==> src/rtl/mips_regfile.sv <==
// mips_regfile: 32 x 32-bit MIPS register file.
//   Two combinational read ports, one rising-edge write port, $0 hardwired to 0.
//   All storage clears immediately on asynchronous active-low reset.
//   Optional feature macro: REGFILE_BYPASS_EN. When it is defined, a read of the
//   register being written in the same cycle returns write_data before the edge.
module mips_regfile #(
    parameter int DATA_W = 32,
    parameter int ADDR_W = 5,
    parameter int NREGS  = 32
) (
    input  logic              clk,
    input  logic              rst_n,
    input  logic [ADDR_W-1:0] read_reg1,
    input  logic [ADDR_W-1:0] read_reg2,
    input  logic [ADDR_W-1:0] write_reg,
    input  logic [DATA_W-1:0] write_data,
    input  logic              reg_write,
    output logic [DATA_W-1:0] read_data1,
    output logic [DATA_W-1:0] read_data2
);

    logic [DATA_W-1:0] regs_q [NREGS];
    logic [DATA_W-1:0] regs_d [NREGS];
    logic [NREGS-1:0]  wr_en;

    // Write decoder: one-hot enable per register, gated by reg_write; entry 0 is tied off
    always_comb begin
        wr_en = '0;
        for (int i = 1; i < NREGS; i++) begin
            wr_en[i] = reg_write && (write_reg == ADDR_W'(i));
        end
    end

    // Next-state for each register: hold unless its decoder line is active
    always_comb begin
        for (int i = 0; i < NREGS; i++) begin
            regs_d[i] = regs_q[i];
            if (wr_en[i]) begin
                regs_d[i] = write_data;
            end
        end
        // $0 never holds anything but zero
        regs_d[0] = '0;
    end

    // Storage flops with asynchronous clear
    always_ff @(posedge clk or negedge rst_n) begin
        if (!rst_n) begin
            for (int i = 0; i < NREGS; i++) begin
                regs_q[i] <= '0;
            end
        end else begin
            for (int i = 0; i < NREGS; i++) begin
                regs_q[i] <= regs_d[i];
            end
        end
    end

`ifdef REGFILE_BYPASS_EN
    logic byp1;
    logic byp2;

    // Write-through detect; qualified by rst_n so reads stay 0 while reset is held
    always_comb begin
        byp1 = rst_n && reg_write && (write_reg != '0) && (read_reg1 == write_reg);
        byp2 = rst_n && reg_write && (write_reg != '0) && (read_reg2 == write_reg);
    end

    // Read muxes with forwarding of the in-flight write value
    always_comb begin
        read_data1 = regs_q[read_reg1];
        read_data2 = regs_q[read_reg2];
        if (byp1) begin
            read_data1 = write_data;
        end
        if (byp2) begin
            read_data2 = write_data;
        end
    end
`else
    // Read muxes reflecting stored state only
    always_comb begin
        read_data1 = regs_q[read_reg1];
        read_data2 = regs_q[read_reg2];
    end
`endif

endmodule

==> config.mk <==
export PLATFORM = sky130hd
export DESIGN_NAME = mips_regfile
export DESIGN_NICKNAME = d
export VERILOG_FILES = /design/src/rtl/mips_regfile.sv
export SDC_FILE = /design/constraint.sdc
export NUM_CORES = 2
export LEC_CHECK = 0
export BUFFER_PORTS_ARGS = -buffer_cell sky130_fd_sc_hd__buf_2
export CORE_ASPECT_RATIO = 0.5
export CORE_MARGIN = 1
export CORE_UTILIZATION = 50
export DETAILED_ROUTE_END_ITERATION = 10
export HOLD_SLACK_MARGIN = 0.06
export PLACE_DENSITY = 0.69
export SLEW_MARGIN = 0
export SYNTH_ARGS = -nofsm -noshare
export SYNTH_HDL_FRONTEND = slang
export SYNTH_SLANG_ARGS = --single-unit
==> constraint.sdc <==
create_clock -name clk -period 1.8 [get_ports clk]
set_input_delay 0 -clock clk [delete_from_list [all_inputs] [get_ports clk]]
set_output_delay 0 -clock clk [all_outputs]
set_load 0.05 [all_outputs]
==> run metrics <==
reg-to-reg endpoint regs_q[24]; hold_ws 0.111 ns; CP startpoint kind register; Power Dens Cells 1080 nW/µm²; total of max-cap violations 0; CP Max Fanout 3; vias per cell 6.83; setup TNS -34.33 ns; DRC 0; critical setup path kind register to output port; Rows 84; Synth async-reset ratio 100%; post-synth cell types 32; Worst path max stage delay 0.47 ns; Final Hold Fails 0; pre-CTS setup slack -0.349 ns; DIE HEIGHT 233 µm; IO Pins 114; placed insts 5130; vias in the first global route 37.6k; reg-to-reg startpoint regs_q[24]; fin crit period 2.43 ns; Final Cycle Share 135%; clk_lat worst skew 0.70 ns; Peak Freq 0.412 GHz; setup ws final -0.625 ns; Relative slew margins 33.8%; first-pass GRT wire length 254 mm; Worst-Margin Slew 0.993 ns; sequential area share after synthesis 46.6%; status complete, but fails checks; critical path depth 5; syn_area_per_cell 14.6 µm²; final slew viol count 0; CTS buffer count 92; clk sinks 992; EDFF count, synth 0; Largest Register regs_q; Synthesized Nets 3689; Total GRT Usage 32.0%; crit path cell chain mux4_2 > a22o_1 > o21ai_4 > o31ai_4 > buf_6; crit path to read_data2[2]; leak pwr 27.7 nW; Top FF cell, synth dfrtp_1; Worst Path Required 1.80 ns; initial antenna violation count 5; drt wl/cell 32.1 µm; Root Driver clkbuf_16; worst setup path startpoint regs_q[98]; failing checks setup timing; routed via count 36.5k; Die X 463 µm; non-filler cells, final 5350; kind of end point of the critical path output port; maximum root-to-sink buffer count 3; Synth Warn # 0; post-route ant nets 0; largest net degree at the start of global routing 83; CTS tree built; Layout Nets 3906; Final HPWL DP 108 mm; I/O Buffers 113; Routed WL 172 mm; Gate Count Post-Synth 3639; Die Footprint 108000 µm²; H-tree depth 3; clk_skew 0 ns; Starting DRT DRC Count 3701; drt first pass iters 7; Worst R2R Path Depth 3; GRT overflow 0; largest registers regs_q (992); post-synthesis cell area 53200 µm²; Worst Path Arrival 2.43 ns; Worst Path Buf+Inv 1; family with the most delay on the worst path compound AO/OA/AOI/OAI gates; RSZ-0062 raised after global routing true; Clock transition at path regs 0.07 ns; slowest CP cell mux4_2; peak supply drop 0.769 mV; P&R area growth vs syn 19.9%; global placer's final weighted congestion 0.911; R2R Setup Slk 0.75 ns; CORE AREA 105000 µm²; fraction of layout cells with a size suffix above 1 57.1%; Initial Util 50.5%; Final setup viols 64; worst hold path class input port to asynchronous set/reset pin; max reg flops 992; flops & latches, synth 992
-- worst reg2reg max path, delay by kind of cell (launching register included) --
kind	cells	cell delay [ns]
muxes	1	0.25
DFF	1	0.42
buffers and inverters	2	0.27
-- layout make-up --
class	instances	area [µm²]
fill	7815	41500
timing repair buffer	531	6250
clock inverter	49	734
clock buffer	117	2620
antenna	3	7.51
sequential	992	24800
tap	1419	1780
inverter	2	8.76
multi-input combinational	2237	27600
-- repair_timing --
item / 4_1_cts / 5_1_grt
endpoints found under the setup margin: 64 / 64
hold endpoints to repair: 1984 / 0
hold buffers: 40 / 0
resized for setup: 154 / 23
buffers inserted: 17 / 8
pin swaps: 136 / 42
-- layer usage --
metal / part of all wire, % / up-vias / global-route usage, %
met3: 9.7 / 397 / 8.79
met1: 41 / 19600 / 44.4
li1: - / 14500 / -
met4: 3.4 / 0 / 11.6
met5: 0 / - / 0
met2: 45 / 1965 / 48.4
-- cells in the final DEF (no fill, tap or decap), types with 3 or more instances in the layout --
cell,n
dlygate4sd3_1,39
or3_2,3
nand2_1,66
buf_2,39
nand4b_1,3
mux2_1,21
buf_6,41
o21ai_1,16
mux4_2,384
o31ai_4,37
a211oi_2,10
buf_8,5
o21ai_4,6
and2_1,32
nand2b_1,3
o31ai_2,27
clkinv_2,18
clkbuf_16,95
mux2_2,1035
diode_2,3
nor2_4,14
nor2b_4,8
nand2_2,13
a22o_1,192
buf_4,241
mux2i_1,160
dfrtp_1,992
a211oi_1,54
clkinvlp_4,6
clkbuf_1,6
o22ai_1,64
clkinv_4,3
buf_12,166
inv_6,4
and3_1,32
o21ai_2,42
bufinv_16,17
clkbuf_8,16
-- cells in the mapped netlist (21+ instances only) --
master / n / area, µm²
mux2_2: 1035 / 11700
dfrtp_1: 992 / 24800
mux4_2: 384 / 8650
clkbuf_1: 214 / 803
a22o_1: 192 / 1680
mux2i_1: 160 / 1600
buf_2: 137 / 686
nand2_1: 79 / 297
a211oi_1: 64 / 480
o21ai_1: 64 / 320
o22ai_1: 64 / 400
o31ai_1: 64 / 480
and2_1: 34 / 213
and3_1: 32 / 200
buf_4: 28 / 210
mux2_1: 21 / 236
-- worst min-delay path by stage --
stage / start / to / slack (ns) / cells past startpoint
3_5_place_dp: rst_n / regs_q[237] / -0.02 / 1
5_1_grt: rst_n / regs_q[173] / 0.11 / 3
3_3_place_gp: rst_n / regs_q[237] / -0.01 / 1
6_report: rst_n / regs_q[237] / 0.11 / 3
2_1_floorplan: rst_n / regs_q[0] / -0.30 / 0
4_1_cts: rst_n / regs_q[237] / 0.06 / 3
-- per-stage QoR --
stage | util, % | power [mW] | instance area [µm²]
6_report | 60.6 | 68.9 | 63800
5_1_grt | 60.6 | 71.5 | 63800
4_1_cts | 60.4 | 68.8 | 63700
3_5_place_dp | 56.2 | 46.2 | 59100
2_1_floorplan | - | 40.7 | 53500
3_3_place_gp | 56.2 | 45.5 | 59100
-- where the power goes --
part	total, mW	leakage (nW)	internal (mW)	switching (mW)
registers	30.1	12.7	26.7	3.45
clock network	22.0	1.64	12.8	9.22
logic	16.8	13.4	9.73	7.10
-- logic make-up after synthesis --
| family | share of synthesized area (%) |
|---|---|
| mux | 41.6 |
| compound gates | 6.32 |
| flops | 46.6 |
| simple gates | 1.81 |
| buf+inv | 3.64 |
Note: power is estimated with default switching activity, not from simulation.
